### src/rtl/sms_audio_mixer_tdm.sv
// Time-multiplexed NCH-channel stereo mixer with saturation; aud_valid arrives NCH+2 cycles after sample_stb.
// No backpressure: a strobe while busy is dropped and latched in the sticky overrun flag.
module sms_audio_mixer_tdm #(
    parameter int NCH    = 4,
    parameter int IN_W   = 16,
    parameter int OUT_W  = 18,
    parameter int GAIN_W = 2
) (
    input  logic                    MCLK,
    input  logic                    ext_reset,
    input  logic                    sample_stb,
    input  logic [NCH*IN_W-1:0]     ch_data,
    input  logic [NCH-1:0]          ch_signed,
    input  logic [NCH*GAIN_W-1:0]   ch_gain,
    input  logic [NCH-1:0]          ch_mute,
    input  logic [NCH-1:0]          ch_pan_l,
    input  logic [NCH-1:0]          ch_pan_r,
    input  logic                    clr_overrun,
    output logic [OUT_W-1:0]        aud_l,
    output logic [OUT_W-1:0]        aud_r,
    output logic                    aud_valid,
    output logic                    busy,
    output logic                    overrun
);

    localparam int IDX_W = (NCH > 1) ? $clog2(NCH) : 1;
    localparam int ACC_W = IN_W + 1 + (2**GAIN_W - 1) + $clog2(NCH) + 1;
    localparam logic [IDX_W-1:0] LAST_IDX = IDX_W'(NCH - 1);
    localparam logic signed [ACC_W-1:0] SAT_MAX = {{(ACC_W-OUT_W+1){1'b0}}, {(OUT_W-1){1'b1}}};
    localparam logic signed [ACC_W-1:0] SAT_MIN = {{(ACC_W-OUT_W+1){1'b1}}, {(OUT_W-1){1'b0}}};

    typedef enum logic [1:0] {IDLE, ACCUM, SAT} state_t;

    state_t state, state_nxt;

    logic [NCH*IN_W-1:0]   cap_data;
    logic [NCH-1:0]        cap_signed;
    logic [NCH*GAIN_W-1:0] cap_gain;
    logic [NCH-1:0]        cap_mute;
    logic [NCH-1:0]        cap_pan_l;
    logic [NCH-1:0]        cap_pan_r;
    logic [IDX_W-1:0]      idx;

    logic signed [ACC_W-1:0] acc_l;
    logic signed [ACC_W-1:0] acc_r;

    logic [IN_W-1:0]         cur_raw;
    logic [GAIN_W-1:0]       cur_gain;
    logic signed [ACC_W-1:0] cur_ext;
    logic signed [ACC_W-1:0] cur_term;
    logic                    add_l;
    logic                    add_r;

    function automatic logic [OUT_W-1:0] clamp(input logic signed [ACC_W-1:0] a);
        if (a > SAT_MAX)
            return SAT_MAX[OUT_W-1:0];
        else if (a < SAT_MIN)
            return SAT_MIN[OUT_W-1:0];
        else
            return a[OUT_W-1:0];
    endfunction

    always_ff @(posedge MCLK) begin
        if (ext_reset)
            state <= IDLE;
        else
            state <= state_nxt;
    end

    always_comb begin
        state_nxt = state;
        case (state)
            IDLE:    if (sample_stb) state_nxt = ACCUM;
            ACCUM:   if (idx == LAST_IDX) state_nxt = SAT;
            SAT:     state_nxt = IDLE;
            default: state_nxt = IDLE;
        endcase
    end

    assign busy = (state != IDLE);

    // Current channel term, extended to the full accumulator width before shifting so it never wraps.
    always_comb begin
        cur_raw  = cap_data[idx*IN_W +: IN_W];
        cur_gain = cap_gain[idx*GAIN_W +: GAIN_W];
        if (cap_signed[idx])
            cur_ext = {{(ACC_W-IN_W){cur_raw[IN_W-1]}}, cur_raw};
        else
            cur_ext = {{(ACC_W-IN_W){1'b0}}, cur_raw};
        cur_term = cur_ext << cur_gain;
        add_l    = !cap_mute[idx] && cap_pan_l[idx];
        add_r    = !cap_mute[idx] && cap_pan_r[idx];
    end

    always_ff @(posedge MCLK) begin
        if (ext_reset) begin
            cap_data   <= '0;
            cap_signed <= '0;
            cap_gain   <= '0;
            cap_mute   <= '0;
            cap_pan_l  <= '0;
            cap_pan_r  <= '0;
            idx        <= '0;
            acc_l      <= '0;
            acc_r      <= '0;
            aud_l      <= '0;
            aud_r      <= '0;
            aud_valid  <= 1'b0;
        end else begin
            aud_valid <= 1'b0;
            case (state)
                IDLE: begin
                    if (sample_stb) begin
                        cap_data   <= ch_data;
                        cap_signed <= ch_signed;
                        cap_gain   <= ch_gain;
                        cap_mute   <= ch_mute;
                        cap_pan_l  <= ch_pan_l;
                        cap_pan_r  <= ch_pan_r;
                        idx        <= '0;
                        acc_l      <= '0;
                        acc_r      <= '0;
                    end
                end
                ACCUM: begin
                    if (add_l) acc_l <= acc_l + cur_term;
                    if (add_r) acc_r <= acc_r + cur_term;
                    if (idx != LAST_IDX) idx <= idx + 1'b1;
                end
                SAT: begin
                    aud_l     <= clamp(acc_l);
                    aud_r     <= clamp(acc_r);
                    aud_valid <= 1'b1;
                end
                default: ;
            endcase
        end
    end

    // A new overrun event takes priority over a simultaneous clear.
    always_ff @(posedge MCLK) begin
        if (ext_reset)
            overrun <= 1'b0;
        else if (sample_stb && busy)
            overrun <= 1'b1;
        else if (clr_overrun)
            overrun <= 1'b0;
    end

endmodule
### config.mk
export PLATFORM = sky130hd
export DESIGN_NAME = sms_audio_mixer_tdm
export DESIGN_NICKNAME = d
export VERILOG_FILES = /design/src/rtl/sms_audio_mixer_tdm.sv
export SDC_FILE = /design/constraint.sdc
export NUM_CORES = 1
export LEC_CHECK = 0
export BUFFER_PORTS_ARGS = -buffer_cell sky130_fd_sc_hd__clkbuf_2
export CORE_MARGIN = 4
export CORE_UTILIZATION = 60
export DETAILED_ROUTE_END_ITERATION = 10
export HOLD_SLACK_MARGIN = 0.08
export PLACE_DENSITY_LB_ADDON = 0.05
export SYNTH_ARGS = -nofsm -noshare
export SYNTH_HDL_FRONTEND = slang
export SYNTH_SLANG_ARGS = --single-unit
### constraint.sdc
create_clock -name MCLK -period 10 [get_ports MCLK]
set_input_delay 0.5 -clock MCLK [delete_from_list [all_inputs] [get_ports MCLK]]
set_output_delay 0.5 -clock MCLK [all_outputs]
set_load 0.01 [all_outputs]
==> flow_summary.json, run 1 <==
{
  "cts_tree": "done",
  "drcViolationCount": 0,
  "slowest_delay_ps": 830,
  "drtPass1Iterations": 5,
  "multi_input_area_mm2": 0.005399,
  "synth_area_mm2": 0.009223,
  "place.gp.congestion": 0.9611,
  "p_per_area_mw_per_mm2": 155.7,
  "p_switching_w": 0.0004676,
  "num_rows": 45,
  "synth.area.top_cells": "dfxtp_1 (38%), a21oi_1 (9.2%), nand2_1 (8.0%), ha_1 (6.4%), mux4_2 (5.4%)",
  "synth-edff-count": 0,
  "clk_pin_slew_ps": 70,
  "endpoint_kind": "register",
  "regArea_mm2": 0.003523,
  "ys_seq_area_share_pct": 38.20,
  "layout.nets": 1328,
  "finalHoldViolations": 0,
  "hold_buffers": 0,
  "grt_max_degree": 92,
  "peakVddDrop_uv": 131.6,
  "drt_iter0_markers": 552,
  "grt_setup_unrepaired": "false",
  "totalWireLength_um": 23150,
  "antenna_found_initial": 0,
  "clock-sinks": 176,
  "drive_gt1_share_pct": 17.80,
  "synth_ff_type": "dfxtp_1",
  "fp.dieW_um": 132.0,
  "setup_violations": 0,
  "grt_pass1_vias": 7755,
  "max_cap_violations": 0,
  "hpwl_um": 16480,
  "post_cts_resized": 0,
  "yosys_warnings": 0,
  "cts_buffer_depth": 2,
  "io_pins": 131,
  "crit_slowest_cell": "mux4_2",
  "finalCritPeriodShare_pct": 48.75,
  "critPathRequiredTime_ps": 10290,
  "hp-class": "in -> reg",
  "vias_per_cell": 5.873,
  "post_drt_wl_per_cell_um": 16.65,
  "grt_pass1_wl_um": 37480,
  "synth_cells": 1099,
  "async_flop_share_pct": 0,
  "maxSlewHeadroom_pct": 26.82,
  "sw_frac_of_total_pct": 28.55,
  "status": "complete, no violations",
  "core_area_mm2": 0.01515,
  "cp-start-kind": "register",
  "p_leak_nw": 4.569,
  "dieArea_mm2": 0.01742,
  "tightestPinTransition_ps": 1090,
  "fillers": 1272,
  "min_period_ps": 4875,
  "worstSetupPathType": "reg -> reg",
  "start_util_pct": 60.89,
  "dpl.cell_count": 1358,
  "grt_use_total_pct": 26.28,
  "drt.antenna.violating_nets": 0,
  "power.share.clock_pct": 41.2,
  "fmax_ghz": 0.2051,
  "synth_top_area_cell": "dfxtp_1",
  "seqPwrFrac_pct": 45.4,
  "synthesis.nets": 1238,
  "numCtsBuffers": 17,
  "fin_skew_ps": 10.94,
  "post_cts_buffers": 0,
  "cp_max_fo": 25,
  "slew_violations": 0,
  "htree_num_levels": 4,
  "path_cells": "buf_4, mux4_2, mux2i_4, nor2_1, xor2_1, ha_1, a21o_1, a2111oi_0, o31a_1, nor3_1, nor2_1, o21ai_1, a311oi_1, xnor2_1, mux2i_1, a21oi_1",
  "fin_cells": 1390,
  "cpMostUsedCell": "nor2_1",
  "routed-via-count": 8164,
  "synth_seq_cells": 176,
  "grt_overflow": 0,
  "intPower_w": 0.001170,
  "final.setup.tns_ps": 0,
  "areaGrowthSynthToFinish_pct": 14.05,
  "antenna_cells": 0,
  "yosysUniqueCellTypes": 61,
  "yosys.area.top_type_share_pct": 38.20,
  "fp.dieH_um": 132.0,
  "cp_data_arrival_time_ps": 5160,
  "synth.avg_cell_area_um2": 8.392,
  "clock_latency_ps": 440,
  "power_frac_comb_pct": 13.4,
  "io_buffer_count": 130,
  "cts-root-buf": "clkbuf_16"
}
==> power groups by stage <==
stage               Clock, W  Combinational [W]  Sequential (W)
CTS                 0.000684           0.000219        0.000742
detailed placement         0           0.000218        0.000759
floorplan                  0           0.000160        0.000752
global placement           0           0.000215        0.000758
global route        0.000708           0.000244        0.000745
finish              0.000675           0.000220        0.000743
==> state kept, by name (all words and copies together) (netlist names) <==
signal and flops:
acc_l 23, cap_data 64, aud_valid 1, cap_mute 4, acc_r 23, state 2, cap_gain 8, aud_l 18
aud_r 18, idx 2, overrun 1, cap_pan_l 4, cap_signed 4, cap_pan_r 4
==> kinds of logic after synthesis <==
| family | count (synthesis) | synth area share (%) |
|---|---|---|
| adders and majority gates | 48 | 6.485 |
| DFF | 176 | 38.20 |
| muxes | 55 | 9.090 |
| AOI/OAI and AO/OA | 306 | 20.91 |
| xor gates and xnor gates | 39 | 3.704 |
| and+or+nand+nor | 395 | 18.18 |
| buffers and inverters | 80 | 3.432 |
==> final timing paths <==
check | to | cells after the start | slack, ps | start
setup / recovery | acc_r[22] | 16 | 5120 | idx[0]
hold / removal | cap_data[47] | 3 | 270 | ch_data[47]
setup reg to reg | acc_r[22] | 16 | 5120 | idx[0]
hold reg to reg | cap_data[18] | 2 | 450 | cap_data[18]
==> cells in the mapped netlist, drive strengths merged (5+ instances only) <==
| library cell | instances |
|---|---|
| clkbuf | 57 |
| a22o | 23 |
| mux2i | 33 |
| a21o | 30 |
| mux4 | 22 |
| nor2b | 8 |
| a31oi | 20 |
| buf | 11 |
| and3 | 5 |
| ha | 47 |
| o221ai | 5 |
| o21ai | 25 |
| a21oi | 170 |
| o31ai | 5 |
| nand3 | 18 |
| nand2b | 8 |
| dfxtp | 176 |
| xor2 | 15 |
| inv | 12 |
| nand2 | 196 |
| nor2 | 101 |
| nor3 | 42 |
| xnor2 | 24 |
==> stage by stage <==
stage / hold slack (ps) / utilization (%) / cell area (um2) / power [W] / setup WS [ps]
floorplan: 433.1 / - / 9223 / 0.0009125 / 5606
global placement: 439.9 / 65.52 / 9923 / 0.0009731 / 5295
detailed placement: 444.5 / 65.52 / 9923 / 0.0009763 / 5188
CTS: 257.6 / 69.45 / 10520 / 0.001646 / 5152
global route: 273.7 / 69.45 / 10520 / 0.001697 / 4649
finish: 268.7 / 69.45 / 10520 / 0.001638 / 5125
==> layer usage <==
| metal | track usage (%) | wire length, um | vias up |
|---|---|---|---|
| met2 | 42.19 | 10600 | 249 |
| met4 | 11.09 | 754 | 0 |
| li1 | - | - | 4077 |
| met5 | 0 | 0 | - |
| met1 | 35.35 | 10470 | 3789 |
| met3 | 4.237 | 1324 | 49 |
==> placed cells by master (no fill, tap or decap), types with 3 or more instances in the layout <==
cell | synthesis | routed
a2111oi_0 | 4 | 4
a21o_1 | 30 | 30
a21oi_1 | 169 | 169
a22o_1 | 23 | 23
a31oi_1 | 18 | 18
and3_1 | 5 | 5
buf_4 | 0 | 10
clkbuf_16 | 0 | 17
clkbuf_2 | 0 | 129
dfxtp_1 | 176 | 176
ha_1 | 47 | 47
inv_1 | 12 | 12
inv_6 | 0 | 4
inv_8 | 0 | 6
mux2i_1 | 32 | 32
mux4_2 | 22 | 22
nand2_1 | 196 | 195
nand2b_1 | 8 | 8
nand3_1 | 18 | 18
nand4_1 | 4 | 4
nor2_1 | 101 | 101
nor2b_1 | 8 | 7
nor3_1 | 41 | 41
o21a_1 | 4 | 4
o21ai_0 | 17 | 17
o21ai_1 | 7 | 7
o221ai_2 | 3 | 3
o31ai_1 | 4 | 4
xnor2_1 | 24 | 24
xor2_1 | 15 | 15
==> critical path: cells and delay by family (launching register included) <==
kind            cells  cell delay (ps)
xor+xnor            2              380
mux                 3             1480
buf+inv             1              390
simple gates        3              440
compound gates      6             1470
flops               1              310
fa+ha+maj           1              240
==> cell type report <==
class | count | area share [%]
Sequential cell | 176 | 33.50
Tap cell | 188 | 2.236
Clock inverter | 14 | 1.487
Timing Repair Buffer | 139 | 6.851
Multi-Input combinational cell | 843 | 51.33
Clock buffer | 18 | 4.175
Inverter | 12 | 0.4282
Note: power is estimated with default switching activity, not from simulation.
==> run 2: changes to the inputs <==
- CORE_UTILIZATION: 60 -> 58
- clock period: 10 -> 4.75 ns (I/O delays scaled with it)
==> flow_summary.json, run 2 (synthesized netlist as in run 1, its figures left out) <==
{
  "drt.antenna.violating_nets": 0,
  "tightestPinTransition_ps": 1114,
  "routed-via-count": 8670,
  "regArea_mm2": 0.003523,
  "status": "complete, no violations",
  "vias_per_cell": 5.734,
  "critical_path_cell_count": 15,
  "multi_input_area_mm2": 0.005394,
  "core_area_mm2": 0.01537,
  "grt_overflow": 0,
  "largest_register": "cap_data",
  "fin_skew_ps": 13.15,
  "cts_buffer_depth": 2,
  "clk_pin_slew_ps": 70,
  "grt_setup_unrepaired": "false",
  "drtPass1Iterations": 8,
  "io_buffer_count": 130,
  "fmax_ghz": 0.2286,
  "layout.nets": 1427,
  "fp.dieW_um": 134.1,
  "place.gp.congestion": 0.9580,
  "critical-path-top-delay-family": "compound AO/OA/AOI/OAI gates",
  "drt_iter0_markers": 727,
  "final.setup.tns_ps": 0,
  "top_layer": "met4",
  "dieArea_mm2": 0.01798,
  "wl_met2_um": 12690,
  "fp.dieH_um": 134.1,
  "start_util_pct": 60.00,
  "endpoint_kind": "register",
  "antenna_cells": 0,
  "final_common_cell": "nand2_1",
  "post-route-util_pct": 75.01,
  "grt_pass1_vias": 8314,
  "hp-class": "in -> reg",
  "cp-start-kind": "register",
  "drive_gt1_share_pct": 17.22,
  "finalHoldViolations": 0,
  "critPathRequiredTime_ps": 5020,
  "clock-sinks": 176,
  "worstSetupPathType": "reg -> reg",
  "routed-wl-met3_um": 1883,
  "grt_max_degree": 91,
  "cpMostUsedCell": "mux2i_1",
  "min_period_ps": 4375,
  "io_pins": 131,
  "grt_pass1_wl_um": 42610,
  "drcViolationCount": 0,
  "hpwl_um": 17470,
  "reg.largest.list": "cap_data x64, acc_l x23, acc_r x23",
  "p_per_area_mw_per_mm2": 309.9,
  "largest_reg_flops": 64,
  "path_cells": "buf_4, buf_4, mux4_2, mux2i_1, mux2i_1, ha_1, a2111oi_0, o31a_1, nor3_1, nor2_1, o21ai_1, a311oi_1, xnor2_1, mux2i_1, a21oi_1",
  "finalCritPeriodShare_pct": 92.11,
  "fillers": 1121,
  "slowest_delay_ps": 570,
  "cts-root-buf": "clkbuf_16",
  "totalWireLength_um": 26440,
  "grt_use_total_pct": 29.43,
  "rr_worst_depth": 15,
  "cts_tree": "done",
  "maxSlewHeadroom_pct": 25.26,
  "holdPathStages": 3,
  "dp_slack_ps": 286.2,
  "num_rows": 45,
  "peakVddDrop_uv": 322.4,
  "p_leak_nw": 5.004,
  "slew_violations": 0,
  "post_drt_wl_per_cell_um": 17.49,
  "clock_latency_ps": 430,
  "htree_num_levels": 4,
  "wl_met1_um": 11200,
  "fin_ws_ps": 374.7,
  "areaGrowthSynthToFinish_pct": 25.02,
  "cp_max_fo": 13,
  "layout_common_cells": "nand2_1 (195), dfxtp_1 (176), a21oi_1 (169), clkbuf_2 (129), nor2_1 (101)",
  "antenna_found_initial": 0,
  "max_cap_violations": 0,
  "numCtsBuffers": 17,
  "crit_slowest_cell": "mux4_2",
  "setup_violations": 0,
  "path_buf_inv": 2,
  "cp_data_arrival_time_ps": 4650
}
[run 2: changes by cell type in the layout (fill, tap and decap cells not counted)]
cell,change
dlygate4sd3_1,+88
nor2b_4,-1
clkbuf_1,+1
bufinv_16,+2
nor2b_2,+1
inv_6,-1
inv_8,-4
buf_4,+11
clkinv_4,+1
clkinv_2,+1
[run 2: final timing paths]
kind                startpoint            to  slack (ps)
setup reg to reg        idx[0]     acc_r[22]         370
hold reg to reg   cap_data[31]  cap_data[31]         450
hold / removal     ch_data[32]  cap_data[32]          90
setup / recovery        idx[0]     acc_r[22]         370
[run 2: final cells by class]
type | instances | share of cell area [%]
multi-input cells | 843 | 46.78
flip-flops and latches | 176 | 30.56
repair buffers | 238 | 14.61
clock buffers | 19 | 3.842
well taps | 211 | 2.290
clock inverters | 13 | 1.530
inverters | 12 | 0.3907
[run 2: report_power, final]
group / total, W / leakage [nW] / internal [W] / switching (W)
clock: 0.00147 / 0.298 / 0.000855 / 0.000613
combinational: 0.000539 / 3.27 / 0.000225 / 0.000314
sequential: 0.00157 / 1.43 / 0.00153 / 0.0000369
total: 0.00357 / 5.00 / 0.00261 / 0.000964
[run 2: metrics by stage]
step | power, W | cell area [um2] | std cells | hold slack [ps]
3_5_place_dp | 0.002061 | 10010 | 1390 | 446.3
6_report | 0.003573 | 11530 | 1512 | 89.33
4_1_cts | 0.003572 | 11510 | 1510 | 80.99
3_3_place_gp | 0.002056 | 10010 | 1390 | 441.0
5_1_grt | 0.003702 | 11530 | 1512 | 81.24
2_1_floorplan | 0.001921 | 9223 | 1099 | 373.5
[run 2: routing by layer]
metal  vias to the layer above  GRT usage, %
met2                       352         49.13
met5                         -             0
met3                        57         6.639
li1                       4283             -
met4                         0         9.219
met1                      3978         38.23
[run 2: timing repair]
| action | CTS | global route |
|---|---|---|
| setup endpoints to repair | 0 | 1 |
| resized for setup | 0 | 0 |
| buffers inserted | 0 | 2 |
| endpoints found under the hold margin | 87 | 0 |
| hold buffers | 88 | 0 |
[run 2: worst reg2reg max path: cells and delay by family, from the launching register on]
family / cells / cell delay (ps)
AOI/OAI and AO/OA: 5 / 1340
muxes: 4 / 1230
buffers and inverters: 2 / 500
DFF: 1 / 370
and+or+nand+nor: 2 / 290
adders and majority gates: 1 / 280
xor gates and xnor gates: 1 / 210
==> run 3: changes to the inputs <==
- CAP_MARGIN: unset -> 5
- CELL_PAD_IN_SITES_DETAIL_PLACEMENT: unset -> 0
- CELL_PAD_IN_SITES_GLOBAL_PLACEMENT: unset -> 1
- CORE_UTILIZATION: 58 -> 43
==> flow_summary.json, run 3 (synthesized netlist as in run 1, its figures left out) <==
{
  "p_leak_nw": 4.975,
  "rr_worst_depth": 15,
  "crit-reg2reg-launch": "idx[0]",
  "fin_ws_ps": 593.2,
  "hpwl_um": 18780,
  "grt_max_degree": 83,
  "grt_overflow": 0,
  "final_area_mm2": 0.01157,
  "layout_common_cells": "nand2_1 (195), dfxtp_1 (175), a21oi_1 (169), clkbuf_2 (129), nor2_1 (101)",
  "drcViolationCount": 0,
  "totalWireLength_um": 25500,
  "grt_use_total_pct": 21.74,
  "critPathRequiredTime_ps": 5040,
  "met2_usage_pct": 34.71,
  "final.setup.tns_ps": 0,
  "largest_register": "cap_data",
  "finalHoldViolations": 0,
  "r2r_slack_ps": 590,
  "io_pins": 131,
  "cp_data_arrival_time_ps": 4450,
  "fmax_ghz": 0.2406,
  "largest_reg_flops": 64,
  "layout.nets": 1427,
  "max_cap_violations": 0,
  "routed-via-count": 8301,
  "tightestPinTransition_ps": 1140,
  "fillers": 2029,
  "clock_latency_ps": 430,
  "cts_buffer_depth": 2,
  "setup_violations": 0,
  "fin_skew_ps": 11.30,
  "antenna_found_initial": 0,
  "vias_per_cell": 5.267,
  "status": "complete, no violations",
  "whs_ps": 235.8,
  "fp.dieW_um": 154.5,
  "cts-root-buf": "clkbuf_16",
  "start_util_pct": 43.73,
  "peakVddDrop_uv": 198.7,
  "post_cts_resized": 0,
  "min_to": "aud_r[17]",
  "reg.largest.list": "cap_data x64, acc_l x23, acc_r x23",
  "gr-usage-met1_pct": 30.98,
  "p_per_area_mw_per_mm2": 298.8,
  "cts_tree": "done",
  "numCtsBuffers": 17,
  "drtPass1Iterations": 4,
  "slew_violations": 0,
  "met3_usage_pct": 3.162,
  "dieArea_mm2": 0.02385,
  "grt_setup_unrepaired": "false",
  "finalCritPeriodShare_pct": 87.51,
  "cp_max_fo": 15,
  "min_from": "ext_reset",
  "min_period_ps": 4157,
  "drt.antenna.violating_nets": 0,
  "drt_iter0_markers": 443,
  "grt_pass1_wl_um": 42480,
  "cp-start-kind": "register",
  "power_w": 0.003457,
  "dp_slack_ps": 577.6,
  "reg2reg_to": "acc_r[22]",
  "final_common_cell": "nand2_1",
  "endpoint_kind": "register",
  "top_usage_layer": "met2",
  "htree_num_levels": 4,
  "fp.dieH_um": 154.5,
  "hp-class": "in -> reg",
  "num_rows": 53,
  "clk_pin_slew_ps": 70,
  "worstSetupPathType": "reg -> reg",
  "post_drt_wl_per_cell_um": 16.18,
  "drive_gt1_share_pct": 17.22,
  "areaGrowthSynthToFinish_pct": 25.44,
  "grt_pass1_vias": 8104,
  "antenna_cells": 0,
  "core_area_mm2": 0.02109,
  "place.gp.congestion": 0.8873,
  "io_buffer_count": 130,
  "maxSlewHeadroom_pct": 23.51,
  "placed_cell_area_mm2": 0.01010,
  "holdPathStages": 2,
  "clock-sinks": 176
}
run 3: cell types whose count changed in the layout (fill, tap and decap cells not counted), moves of 2 or more:
cell,previous run,this run
bufinv_16,3,0
buf_4,21,19
clkinvlp_4,2,4
dlygate4sd3_1,88,90
inv_8,2,4
run 3: power by group:
part           leakage, nW  switching, W  internal [W]  total, W
sequential            1.43     0.0000388       0.00153   0.00157
combinational         3.27      0.000295      0.000224  0.000519
clock                0.271      0.000651      0.000719   0.00137
total                 4.97      0.000985       0.00247   0.00346
run 3: area by class of cell:
cell class,count,area (um2),share of cell area (%)
tap,275,344.1,2.974
clock inverter,13,118.9,1.027
timing repair buffer,238,1689,14.60
sequential,176,3525,30.47
multi-input combinational,843,5394,46.63
inverter,12,45.04,0.3894
clock buffer,19,452.9,3.915
run 3: repair_timing:
item                       in CTS  in global routing
hold endpoints to repair       89                  0
hold buffers                   90                  0
setup buffers                   0                  0
setup endpoints to repair       0                  0
run 3: worst max-delay path by stage:
| stage | cells past startpoint | end | startpoint |
|---|---|---|---|
| after floorplan | 18 | acc_r[22] | idx[0] |
| after global placement | 15 | acc_r[22] | idx[0] |
| after detailed placement | 14 | acc_l[19] | idx[0] |
| after CTS | 15 | acc_r[22] | idx[0] |
| after global routing | 15 | acc_r[22] | idx[0] |
| final | 15 | acc_r[22] | idx[0] |
run 3: worst max-delay path: stages (launching register included):
cell	delay [ps]
dfxtp_2	470
mux4_2	620
buf_4	250
mux2i_1	160
mux2i_1	370
ha_1	380
a21o_1	200
a21o_1	170
a21o_1	180
a21o_1	170
a21oi_1	140
o21ai_1	120
a311oi_1	330
xnor2_1	170
mux2i_1	200
a21oi_1	80
run 3: per-layer routing:
| metal | part of all wire, % | wire (um) |
|---|---|---|
| met3 | 4.4 | 1134 |
| met1 | 49 | 12400 |
| met2 | 46 | 11610 |
| met5 | 0 | 0 |
| met4 | 1.4 | 357 |
run 3: metrics by stage:
stage	utilization, %	cells
floorplan	-	1099
global placement	47.88	1454
detailed placement	47.88	1454
CTS	54.86	1576
global route	54.86	1576
finish	54.86	1576
